$ cat src/rtl/stream_id_demux.sv
// Return-path splitter: routes each packet of a merged stream to the output selected by its head id.
// Every output sits behind a 2-entry FIFO; packets with an id beyond the output count are dropped and counted.
module stream_id_demux #(
    parameter int  T_DATA_WIDTH   = 8,
    parameter int  S_DATA_COUNT   = 2,
    parameter int  DROP_CNT_WIDTH = 16,
    localparam int T_ID___WIDTH   = $clog2(S_DATA_COUNT)
) (
    input  logic                      clk,
    input  logic                      rst_n,
    input  logic [T_DATA_WIDTH-1:0]   s_data_i,
    input  logic [T_ID___WIDTH-1:0]   s_id_i,
    input  logic                      s_last_i,
    input  logic                      s_valid_i,
    output logic                      s_ready_o,
    output logic [T_DATA_WIDTH-1:0]   m_data_o [S_DATA_COUNT],
    output logic [S_DATA_COUNT-1:0]   m_last_o,
    output logic [S_DATA_COUNT-1:0]   m_valid_o,
    input  logic [S_DATA_COUNT-1:0]   m_ready_i,
    output logic [DROP_CNT_WIDTH-1:0] drop_cnt_o
);

    localparam int ID_SPACE = 2 ** T_ID___WIDTH;

    typedef enum logic [1:0] {
        IDLE  = 2'd0,
        ROUTE = 2'd1,
        DROP  = 2'd2
    } state_t;

    state_t                    r_state;
    logic [T_ID___WIDTH-1:0]   r_lock_id;
    logic                      r_run;
    logic [DROP_CNT_WIDTH-1:0] r_drop_cnt;
    logic [1:0]                r_count     [S_DATA_COUNT];
    logic [T_DATA_WIDTH-1:0]   r_head_data [S_DATA_COUNT];
    logic [T_DATA_WIDTH-1:0]   r_tail_data [S_DATA_COUNT];
    logic [S_DATA_COUNT-1:0]   r_head_last;
    logic [S_DATA_COUNT-1:0]   r_tail_last;
    logic [S_DATA_COUNT-1:0]   r_valid;

    logic [ID_SPACE-1:0]       w_id_known;
    logic [T_ID___WIDTH-1:0]   w_sel;
    logic                      w_sel_known;
    logic                      w_sel_can;
    logic                      w_ready;
    logic                      w_accept;
    logic                      w_drop_done;
    logic [S_DATA_COUNT-1:0]   w_push;
    logic [S_DATA_COUNT-1:0]   w_pop;
    logic [1:0]                w_count_nxt [S_DATA_COUNT];

    // Target selection, input readiness and per-output push/pop strobes
    always_comb begin
        w_sel       = r_lock_id;
        w_sel_known = 1'b0;
        w_sel_can   = 1'b0;
        for (int i = 0; i < ID_SPACE; i++) begin
            w_id_known[i] = (i < S_DATA_COUNT);
        end
        case (r_state)
            IDLE: begin
                w_sel       = s_id_i;
                w_sel_known = w_id_known[s_id_i];
            end
            ROUTE:   w_sel_known = 1'b1;
            DROP:    w_sel_known = 1'b0;
            default: w_sel_known = 1'b0;
        endcase
        // Readiness uses only registered occupancy, so there is no path from m_ready_i.
        for (int k = 0; k < S_DATA_COUNT; k++) begin
            w_sel_can = w_sel_can | ((w_sel == T_ID___WIDTH'(k)) & (r_count[k] != 2'd2));
        end
        w_ready     = r_run & (w_sel_known ? w_sel_can : 1'b1);
        w_accept    = s_valid_i & w_ready;
        w_drop_done = w_accept & ~w_sel_known & s_last_i;
        for (int k = 0; k < S_DATA_COUNT; k++) begin
            w_push[k]      = w_accept & w_sel_known & (w_sel == T_ID___WIDTH'(k));
            w_pop[k]       = r_valid[k] & m_ready_i[k];
            w_count_nxt[k] = r_count[k] + {1'b0, w_push[k]} - {1'b0, w_pop[k]};
        end
    end

    // Packet-level state: head detection, locked destination and drop counter
    always_ff @(posedge clk or negedge rst_n) begin
        if (!rst_n) begin
            r_state    <= IDLE;
            r_lock_id  <= '0;
            r_run      <= 1'b0;
            r_drop_cnt <= '0;
        end else begin
            r_run <= 1'b1;
            if (w_drop_done && (r_drop_cnt != {DROP_CNT_WIDTH{1'b1}})) begin
                r_drop_cnt <= r_drop_cnt + DROP_CNT_WIDTH'(1);
            end
            if (w_accept) begin
                case (r_state)
                    IDLE: begin
                        if (!s_last_i) begin
                            r_state   <= w_sel_known ? ROUTE : DROP;
                            r_lock_id <= s_id_i;
                        end
                    end
                    ROUTE, DROP: begin
                        if (s_last_i) begin
                            r_state <= IDLE;
                        end
                    end
                    default: r_state <= IDLE;
                endcase
            end
        end
    end

    // Per-output 2-entry FIFO kept as head/tail registers so outputs come straight from flops
    always_ff @(posedge clk or negedge rst_n) begin
        if (!rst_n) begin
            for (int k = 0; k < S_DATA_COUNT; k++) begin
                r_count[k]     <= 2'd0;
                r_head_data[k] <= '0;
                r_tail_data[k] <= '0;
            end
            r_head_last <= '0;
            r_tail_last <= '0;
            r_valid     <= '0;
        end else begin
            for (int k = 0; k < S_DATA_COUNT; k++) begin
                r_count[k] <= w_count_nxt[k];
                r_valid[k] <= (w_count_nxt[k] != 2'd0);
                case ({w_push[k], w_pop[k]})
                    2'b10: begin
                        if (r_count[k] == 2'd0) begin
                            r_head_data[k] <= s_data_i;
                            r_head_last[k] <= s_last_i;
                        end else begin
                            r_tail_data[k] <= s_data_i;
                            r_tail_last[k] <= s_last_i;
                        end
                    end
                    2'b01: begin
                        r_head_data[k] <= r_tail_data[k];
                        r_head_last[k] <= r_tail_last[k];
                    end
                    2'b11: begin
                        if (r_count[k] == 2'd1) begin
                            r_head_data[k] <= s_data_i;
                            r_head_last[k] <= s_last_i;
                        end else begin
                            r_head_data[k] <= r_tail_data[k];
                            r_head_last[k] <= r_tail_last[k];
                            r_tail_data[k] <= s_data_i;
                            r_tail_last[k] <= s_last_i;
                        end
                    end
                    default: ;
                endcase
            end
        end
    end

    assign s_ready_o  = w_ready;
    assign m_data_o   = r_head_data;
    assign m_last_o   = r_head_last;
    assign m_valid_o  = r_valid;
    assign drop_cnt_o = r_drop_cnt;

endmodule

$ cat config.mk
export PLATFORM = sky130hd
export DESIGN_NAME = stream_id_demux
export DESIGN_NICKNAME = d
export VERILOG_FILES = /design/src/rtl/stream_id_demux.sv
export SDC_FILE = /design/constraint.sdc
export NUM_CORES = 1
export LEC_CHECK = 0
export BUFFER_PORTS_ARGS = -buffer_cell sky130_fd_sc_hd__buf_2
export CORE_ASPECT_RATIO = 1.5
export CORE_MARGIN = 4
export CORE_UTILIZATION = 35
export CTS_CLUSTER_DIAMETER = 40
export DETAILED_ROUTE_END_ITERATION = 16
export GPL_TIMING_DRIVEN = 0
export PLACE_DENSITY = 0.65
export SLEW_MARGIN = 20
export SYNTH_ARGS = -nofsm -noshare
export SYNTH_HDL_FRONTEND = slang
export SYNTH_SLANG_ARGS = --single-unit
$ cat constraint.sdc
create_clock -name clk -period 7 [get_ports clk]
set_input_delay 0.35 -clock clk [delete_from_list [all_inputs] [get_ports clk]]
set_output_delay 0.35 -clock clk [all_outputs]
set_load 0.02 [all_outputs]
# Word-level counts from Yosys, hierarchy flattened
# Cells that the tools add are included.
[op_classes]
magnitude_cmp = 1
n_eq_ne = 21
n_reduce_logical = 17
muxes = 32
add_sub_neg = 5
n_bitwise = 15
[ops]
columns = ["op", "count"]
rows = [
  ["$mux 8", 8],
  ["$pmux 8 s3", 2],
  ["$pmux 8 s2", 2],
  ["$ne 2x2->1 const B", 10],
  ["$add 16x1->16 const B", 1],
  ["$ne 16x16->1 const B", 1],
  ["$reduce_and 3->1", 4],
  ["$and 1x1->1", 11],
  ["$mux 1", 11],
  ["$eq 2x1->1 const B", 5],
  ["$eq 2x2->1 const B", 5],
  ["$reduce_bool 2->1", 4],
  ["$logic_not 2->1", 3],
  ["$mux 2", 3],
  ["$pmux 1 s2", 3],
  ["$pmux 1 s3", 2],
  ["$reduce_bool 3->1", 2],
  ["$add 2x1->2", 2],
  ["$pmux 2 s2", 1],
  ["$reduce_and 2->1", 2],
  ["$sub 2x1->2", 2],
  ["$not 1->1", 3],
  ["$lt 1x2->1 const B", 1],
  ["$reduce_or 2->1", 1],
  ["2 further kinds", 2],
]
[totals]
ff_bits = 62

# Logic depth before layout (Yosys ltp)
# Gate-level depths: netlist (run 1).
[depth]
ltp_word = 13
mapped_depth = 14
depth_no_buf = 12

# Least setup slack after synthesis (run 1)
# No wires, ideal clock.
[synth_timing]
path_kind = "register -> register"
from = "reg r_state[0]"
to = "reg r_tail_data[0] (netlist bit)"
t_required_ns = 6.875
synth_period_minus_slack_ns = 3.011
slack_ns = 3.989
arrival_time_ns = 2.886
setup_time_ns = 0.125
path_buffers = 1
path_stages_with_launch = 12
path_cell_list = "dfrtp_1 inv_1 ha_1 buf_6 mux2_4 nor3_2 a211oi_2 nor2_1 and2_2 ha_1 o22ai_1 mux2_2"
[synth_between]
elab_chain_cells = 13
[synth_lines]
columns = ["element", "line", "text"]
rows = [
  ["from (decl)", "31", "state_t r_state;"],
  ["from (signal assigned)", "100", "r_state <= w_sel_known ? ROUTE : DROP;"],
  ["$logic_not 2->1", "61", "case (r_state)"],
  ["$mux 1", "61", ""],
  ["$not 1->1", "72", "w_sel_can = w_sel_can | ((w_sel == T_ID___WIDTH'(k)) & (r_count[k] != 2'd2));"],
  ["$and 1x1->1", "72", ""],
  ["$or 1x1->1", "72", ""],
  ["$mux 1", "74", "w_ready = r_run & (w_sel_known ? w_sel_can : 1'b1);"],
  ["$and 1x1->1", "74", ""],
  ["$and 1x1->1", "75", "w_accept = s_valid_i & w_ready;"],
  ["$and 1x1->1", "78", "w_push[k] = w_accept & w_sel_known & (w_sel == T_ID___WIDTH'(k));"],
  ["$and 1x1->1 *", "78", ""],
  ["$eq 2x2->1", "130", "case ({w_push[k], w_pop[k]})"],
  ["$ne 2x2->1 (no line) or $reduce_bool 2->1 (tied branches)", "--", ""],
  ["$reduce_and 3->1 (no line)", "--", ""],
  ["to (signal, indexed assignment)", "136", "r_tail_data[k] <= s_data_i;"],
  ["to (signal, indexed assignment)", "151", "r_tail_data[k] <= s_data_i;"],
  ["to (decl)", "37", "logic [T_DATA_WIDTH-1:0] r_tail_data [S_DATA_COUNT];"],
]
# Mark *: on every way between the ends. The rest lies on a longest branch, timed or not.
# A chain may end at the register's enable or synchronous reset.

# Worst setup path in the final report (run 1)
# Ends and elaborated chain as after synthesis.

==> metrics, run 1 <==
grt total ovfl 0; CP required 7200 ps; Core Region 8360 um2; WL final 6310 um; reg2reg start r_state[0]; Pleak 0.00169 uW; Num Clock Sinks 62; vias in the first global route 2272; Worst Skew 5.83 ps; setup tns final 0 ps; Max Clk Rate 290 MHz; ys flop type dfrtp_1; CTS buffer count 9; initial antenna violation count 0; critical path endpoint r_tail_data[0]; CTS tree done; pins over their slew limit 0; Syn Area/Cell 11.2 um2; Slew @ Worst Pin 920 ps; Syn Inst Count 266; worst setup path startpoint r_state[0]; final setup margin 3560 ps; Register-to-Register Setup Slack 3560 ps; GRT Util Overall 0.133; Hold Fails Final Rpt 0; Cell Area, Synth 2990 um2; IO Port Bufs 50; crit start category flop; Synth cell types 41; Initial Util 0.357; fin crit period 3440 ps; Inserted Diodes 0; EDFF count, synth 0; endpoints failing setup 0; Die Y 121 um; Die W 83.5 um; share of cells above drive strength 1 0.295; Nets 357; run status finished clean; largest net degree at the start of global routing 63; Residual DRC 0; Final period util 0.492; Final HPWL DP 4470 um; syn nets 296; Pre-antenna DRT Iters 4; Seq/Total Area, Yosys 0.519; # IOs 52; Worst setup EP type flop; DR iter-0 viols 89; total die area 10100 um2; Synth Warn # 0; wire length per cell 14.4 um; buffer count from post-CTS setup fixing 0; Worst R2R End r_tail_data[0]; Placer Congestion 0.833; row count 41; Synth async-reset ratio 1.00; Resized cells post-CTS 0; Pwr Total 1640 uW; root buffer cell clkbuf_16; synthesized flop and latch total 62; Worst-path clk slew 60 ps; vias per cell 5.06; clock buffer depth 2; non-filler cells, final 439; Hold Path Class in -> async; Worst slew margin 0.387; max_cap viols 0; Worst Path Arrival 3650 ps; power per cell area 446 nW/um2; ANT nets after route 0; Worst VDD drop 0.206 mV; Crit Path Class reg -> reg; Worst R2R Path Depth 11; Post-CTS Hold Buffers 0; pre-CTS setup slack 3590 ps; critical-path maximum fanout 9; area delta synth->final 22.7%; via count 2223; unrepaired setup endpoints after global routing false; Skew-Pair Late Insertion Delay 320 ps; cell count after placement 423; first-pass GRT wire length 10800 um; htree depth 3
## worst max-delay path, stage by stage, from the launching register on
cell and delay [ps]:
dfrtp_1 350, inv_1 70, ha_1 200, buf_6 140, mux2_4 240, nor3_2 60, a211oi_2 520, nor2_1 130
and2_2 230, ha_1 230, o22ai_1 730, mux2_2 420
## cell type report
cell class | instances | area, um2
Multi-Input combinational cell | 192 | 1390
Clock buffer | 10 | 229
Clock inverter | 6 | 62.6
Fill cell | 787 | 4690
Tap cell | 107 | 134
Timing Repair Buffer | 50 | 253
Inverter | 8 | 30.0
Sequential cell | 62 | 1550
Buffer | 4 | 22.5
## per-stage QoR
step / utilization / cell area [um2] / hold slack, ps
2_1_floorplan: - / 2990 / 54.4
3_3_place_gp: 0.403 / 3370 / 474
3_5_place_dp: 0.404 / 3380 / 474
4_1_cts: 0.439 / 3670 / 139
5_1_grt: 0.439 / 3670 / 175
6_report: 0.439 / 3670 / 101
## kinds of logic (layout without fill, tap and decap cells)
group | count (synthesis) | count (layout) | synth area share
buf+inv | 12 | 78 | 0.0176
compound gates | 55 | 55 | 0.118
flops | 62 | 62 | 0.519
other cells | 1 | 1 | 0.00125
fa+ha+maj | 15 | 15 | 0.0628
xor+xnor | 16 | 16 | 0.0469
simple gates | 79 | 79 | 0.136
mux | 26 | 26 | 0.0984
## registers in the layout, indices dropped and copies added, names as in the netlist
| name | count |
|---|---|
| r_lock_id | 1 |
| r_state | 2 |
| r_tail_data | 16 |
| r_run | 1 |
| m_valid_o | 2 |
| r_count | 4 |
| drop_cnt_o | 16 |
| r_tail_last | 2 |
| m_last_o | 2 |
| m_data_o | 16 |
## power breakdown
| group | switching (uW) | internal (uW) |
|---|---|---|
| Combinational | 352 | 263 |
| Clock | 159 | 274 |
| Sequential | 87.1 | 502 |
## layer usage
metal,global-route usage,part of all wire
met1,0.161,0.43
met3,0.0394,0.048
met2,0.222,0.51
met5,0,0
met4,0.0513,0.014
## cell usage in the layout (no fill, tap or decap), types with 2 or more instances in the layout
cell type	instances
o22ai_1	2
o21a_1	3
nor2_1	33
buf_2	49
clkbuf_1	4
a22oi_1	18
o21ai_0	3
nand3_1	5
nor3b_1	2
clkbuf_16	9
mux2i_1	2
nand4_1	6
a31oi_1	2
xor2_1	7
mux2_2	23
or2_2	2
inv_1	8
nand2_1	11
a21oi_1	20
ha_1	15
xnor2_1	9
o21ai_1	2
clkinvlp_4	3
clkinv_2	2
nor2b_1	3
and3_1	4
nand2b_1	3
nor3_1	2
dfrtp_1	62
## how the worst min path moves through the flow
stage	slack (ps)	cells past startpoint	endpoint
global route	180	1	drop_cnt_o[10]
detailed placement	470	1	drop_cnt_o[6]
finish	100	1	drop_cnt_o[10]
floorplan	50	0	drop_cnt_o[0]
global placement	470	1	drop_cnt_o[6]
CTS	140	1	drop_cnt_o[14]
## cell usage after synthesis, drive strengths merged, types with 4 or more instances
cell,count,share of area
mux2,24,0.092
nand4,6,0.013
nand3,5,0.0084
dfrtp,62,0.52
nor2,33,0.041
a22oi,18,0.045
nand2,11,0.014
xnor2,9,0.026
xor2,7,0.021
a21oi,20,0.033
and3,4,0.0084
inv,8,0.010
o21ai,5,0.0084
ha,15,0.063
Power figures use the tool's default switching activity.
==> inputs of run 2 (changes only) <==
==> constraint.sdc (replaced) <==
create_clock -name clk -period 3.2 [get_ports clk]
set_input_delay 0.16 -clock clk [delete_from_list [all_inputs] [get_ports clk]]
set_output_delay 0.16 -clock clk [all_outputs]
set_load 0.02 [all_outputs]
==> run 2 against run 1 <==
Sequential share of layout area is 0.88 points lower; largest power group unchanged; setup slack worse by 3400 ps; critical path depth is 1 higher.
==> metrics, run 2 (synthesis results as in run 1) <==
leading cell type in the layout, fill and taps excluded dfrtp_1; Buf/Inv on CP 2; endpoints failing setup 0; Cell Chain, Critical Path inv_1 > ha_1 > buf_6 > mux2_4 > nor3_4 > a211oi_4 > nor2_1 > and2_2 > ha_1 > mux2i_1 > o22ai_2 > mux2_2; Skew-Pair Late Insertion Delay 320 ps; Die W 83.5 um; htree depth 3; Switching Share 0.367; Pleak 0.00172 uW; grt total ovfl 0; critical-path maximum fanout 9; Worst R2R Path Depth 12; Register-to-Register Setup Slack 160 ps; total die area 10100 um2; Slew @ Worst Pin 805 ps; Psw 1340 uW; row count 41; Worst Path Arrival 3240 ps; Nets 361; most frequent cells in the layout 62 x dfrtp_1, 49 x buf_2, 28 x nor2_1; ANT nets after route 0; GRT Util Overall 0.134; via count 2241; power per cell area 974 nW/um2; max_cap viols 0; Max Clk Rate 329 MHz; IO Port Bufs 50; Worst Hold Depth 2; clock share of power 0.259; logic gate share of total power 0.387; share of cells above drive strength 1 0.327; final setup margin 164 ps; clock buffer depth 2; vias per cell 5.06; fin crit period 3040 ps; WL final 6420 um; first-pass GRT wire length 10900 um; Core Region 8360 um2; pre-CTS setup slack -210 ps; Hold Fails Final Rpt 0; wire length per cell 14.5 um; cell mode on critical path ha_1; reg2reg start r_state[0]; Worst VDD drop 0.452 mV; Placer Congestion 0.833; root buffer cell clkbuf_16; DR iter-0 viols 99; Worst slew margin 0.463; Core Util, Final 0.448; Final period util 0.949; Worst-path clk slew 50 ps; Min-Delay Startpoint s_id_i; Final HPWL DP 4470 um; Num Clock Sinks 62; Residual DRC 0; CP peak stage delay 420 ps; crit start category flop; run status finished clean; area delta synth->final 25.3%; CP required 3400 ps; Die Y 121 um; hold endpoint r_lock_id; Crit Path Class reg -> reg; Inserted Diodes 0; Critical-path top delay cell o22ai_2; Hold Path Class in -> reg; initial antenna violation count 0; CTS tree done; Final Cell Area 3740 um2; Hold Slack 120 ps; Initial Util 0.357; Sequential Power Share 0.354; Worst setup EP type flop; Worst R2R End r_tail_data[0]; vias in the first global route 2294; Pint 2310 uW; # IOs 52; Worst Skew 6.11 ps; placed cell area 3380 um2; Pre-antenna DRT Iters 4; largest net degree at the start of global routing 63; pins over their slew limit 0; setup tns final 0 ps; cell family with most CP delay multiplexers; CTS buffer count 9
[run 2: timing repair]
| action | 4_1_cts | 5_1_grt |
|---|---|---|
| gates resized for setup | 5 | 8 |
| hold buffers | 1 | 0 |
| setup endpoints to repair | 36 | 37 |
| buffers inserted | 1 | 2 |
| pin swaps | 2 | 1 |
| hold endpoints to repair | 62 | 0 |
[run 2: layer usage]
layer / track usage / vias to the layer above / share of wire
met4: 0.0513 / 0 / 0.019
li1: - / 1078 / -
met2: 0.226 / 60 / 0.51
met5: 0 / - / 0
met3: 0.0394 / 11 / 0.052
met1: 0.162 / 1092 / 0.42
[run 2: cell type report]
type                       count  area, um2
multi-input combinational    192       1430
timing repair buffer          54        285
tap                          107        134
fill                         776       4620
inverter                       8       30.0
sequential                    62       1550
clock buffer                  10        229
buffer                         4       23.8
clock inverter                 6       62.6
[run 2: worst max path at each step]
stage / end / slack, ps / from / cells after the start
finish: r_tail_data[0] / 160 / r_state[0] / 12
global route: r_tail_data[0] / -3 / r_state[0] / 12
CTS: m_data_o[11] / 10 / r_state[0] / 13
detailed placement: r_tail_data[0] / -210 / r_state[0] / 11
global placement: r_tail_data[2] / -140 / r_state[0] / 11
floorplan: r_tail_data[0] / 190 / r_state[0] / 11
[run 2: per-stage QoR]
stage | cells | power (uW)
3_3_place_gp | 423 | 2620
6_report | 443 | 3650
4_1_cts | 441 | 3670
5_1_grt | 443 | 3910
3_5_place_dp | 423 | 2670
2_1_floorplan | 266 | 2270
[run 2: power by group through the flow]
| stage | clock network [uW] | registers, uW | logic, uW |
|---|---|---|---|
| floorplan | 0 | 1450 | 816 |
| global placement | 0 | 1290 | 1330 |
| detailed placement | 0 | 1300 | 1370 |
| CTS | 969 | 1290 | 1410 |
| global route | 1010 | 1340 | 1570 |
| finish | 946 | 1290 | 1410 |
[run 2: worst reg2reg max path, delay by kind of cell, from the launching register on]
kind / cells / cell delay (ps)
muxes: 3 / 870
and+or+nand+nor: 3 / 580
AOI/OAI and AO/OA: 2 / 490
DFF: 1 / 380
adders and majority gates: 2 / 380
buffers and inverters: 2 / 220
==> inputs of run 3 (changes only) <==
--- a/config.mk
+++ b/config.mk
@@ -13,6 +13,7 @@
 export DETAILED_ROUTE_END_ITERATION = 16
 export GPL_TIMING_DRIVEN = 0
 export PLACE_DENSITY = 0.65
+export RECOVER_POWER = 100
 export SLEW_MARGIN = 20
 export SYNTH_ARGS = -nofsm -noshare
 export SYNTH_HDL_FRONTEND = slang
==> run 3 against run 2 <==
The run now ends with capacitance limit, slew limit left; global-route usage stayed put; final cell count stayed put; utilization is 0.58 points lower; sequential cell count stayed put; setup slack better by 5.2 ps; fmax is 0.17% higher; clock-buffer cell count stayed put.
==> metrics, run 3 (synthesis results as in run 1) <==
run status finished with violations; failing checks capacitance limit, slew limit; largest net degree at the start of global routing 63; Worst Path Arrival 3240 ps; Min-Delay Startpoint s_id_i; first-pass GRT wire length 10900 um; setup tns final 0 ps; Crit Path Class reg -> reg; reg2reg start r_state[0]; Worst setup EP type flop; hold endpoint r_lock_id; WL final 6390 um; Num Clock Sinks 62; Worst-path clk slew 50 ps; share of cells above drive strength 1 0.217; DR iter-0 viols 113; Pwr Total 3610 uW; critical-path maximum fanout 9; crit start category flop; via count 2230; Initial Util 0.357; Residual DRC 0; Pleak 0.00160 uW; root buffer cell clkbuf_16; Worst R2R End r_tail_data[0]; Inserted Diodes 0; Skew-Pair Late Insertion Delay 320 ps; Hold Path Class in -> reg; leading cell type in the layout, fill and taps excluded dfrtp_1; CTS tree done; max_cap viols 1; Pre-antenna DRT Iters 4; fin crit period 3030 ps; endpoints failing setup 0; vias per cell 5.03; pins over their slew limit 63; vias in the first global route 2294; Core Region 8360 um2; placed cell area 3380 um2; Nets 361; Multi-input gate area 1430 um2; clock buffer depth 2; GRT Util Overall 0.134; Final period util 0.947; # IOs 52; Slew @ Worst Pin 1520 ps; Die W 83.5 um; Placer Congestion 0.833; Worst Skew 6.18 ps; Final Cell Area 3700 um2; Register-to-Register Setup Slack 170 ps; CTS buffer count 9; Worst VDD drop 0.441 mV; initial antenna violation count 0; wire length per cell 14.4 um; htree depth 3; Worst R2R Path Depth 12; row count 41; Worst slew margin -0.0144; CP required 3400 ps; total die area 10100 um2; Worst Hold Depth 2; ANT nets after route 0; # fillers 798; grt total ovfl 0; Die Y 121 um; most frequent cells in the layout 62 x dfrtp_1, 40 x clkbuf_1, 28 x nor2_1; power per cell area 978 nW/um2; area delta synth->final 23.6%; Final HPWL DP 4470 um; FF+latch area 1550 um2; IO Port Bufs 50; Hold Fails Final Rpt 0; Max Clk Rate 330 MHz
## run 3: changes by cell type in the layout (fill, tap and decap cells not counted)
| cell | delta |
|---|---|
| buf_2 | -37 |
| clkbuf_1 | +37 |
| buf_4 | -1 |
| clkbuf_2 | +1 |
## run 3: layer usage
metal / global-route usage / vias up / part of all wire
li1: - / 1080 / -
met1: 0.162 / 1079 / 0.42
met2: 0.226 / 61 / 0.51
met3: 0.0394 / 10 / 0.055
met4: 0.0513 / 0 / 0.019
met5: 0 / - / 0
## run 3: worst max-delay path, cell delays in order (launching register included)
cell and delay (ps):
dfrtp_1 380, inv_1 90, ha_1 160, buf_6 130, mux2_4 350, nor3_4 250, a211oi_4 70, nor2_1 160
and2_2 170, ha_1 220, mux2i_1 120, o22ai_2 410, mux2_2 400
## run 3: cell type report
class,count,area share
clock buffers,10,0.0620
inverters,8,0.00812
plain buffers,4,0.00643
clock inverters,6,0.0169
repair buffers,54,0.0640
flip-flops and latches,62,0.420
multi-input cells,192,0.387
well taps,107,0.0362
## run 3: how the worst max path moves through the flow
stage	from	endpoint	slack, ps	cells after the start
detailed placement	r_state[0]	r_tail_data[0]	-210	11
finish	r_state[0]	r_tail_data[0]	170	12
floorplan	r_state[0]	r_tail_data[0]	190	11
global placement	r_state[0]	r_tail_data[2]	-140	11
global route	r_state[0]	r_tail_data[0]	-3	12
CTS	r_state[0]	m_data_o[11]	10	13
## run 3: where the power goes
group | internal [uW] | switching [uW] | total [uW] | leakage [uW]
sequential | 1100 | 196 | 1290 | 0.000758
combinational | 569 | 803 | 1370 | 0.000708
clock | 599 | 348 | 948 | 0.000134
total | 2270 | 1350 | 3610 | 0.00160
## run 3: repair_timing
item / 4_1_cts / 5_1_grt
pin swaps: 2 / 1
setup endpoints to repair: 36 / 37
hold endpoints to repair: 62 / 0
gates resized for setup: 5 / 8
buffers inserted: 1 / 2
hold buffers: 1 / 0
## run 3: stage by stage
stage	worst slack, ps	instances	hold slack [ps]	util
6_report	169	443	119	0.442
5_1_grt	-2.93	443	118	0.442
4_1_cts	10.6	441	106	0.444
3_5_place_dp	-210	423	299	0.404
3_3_place_gp	-143	423	433	0.403
2_1_floorplan	189	266	-136	-
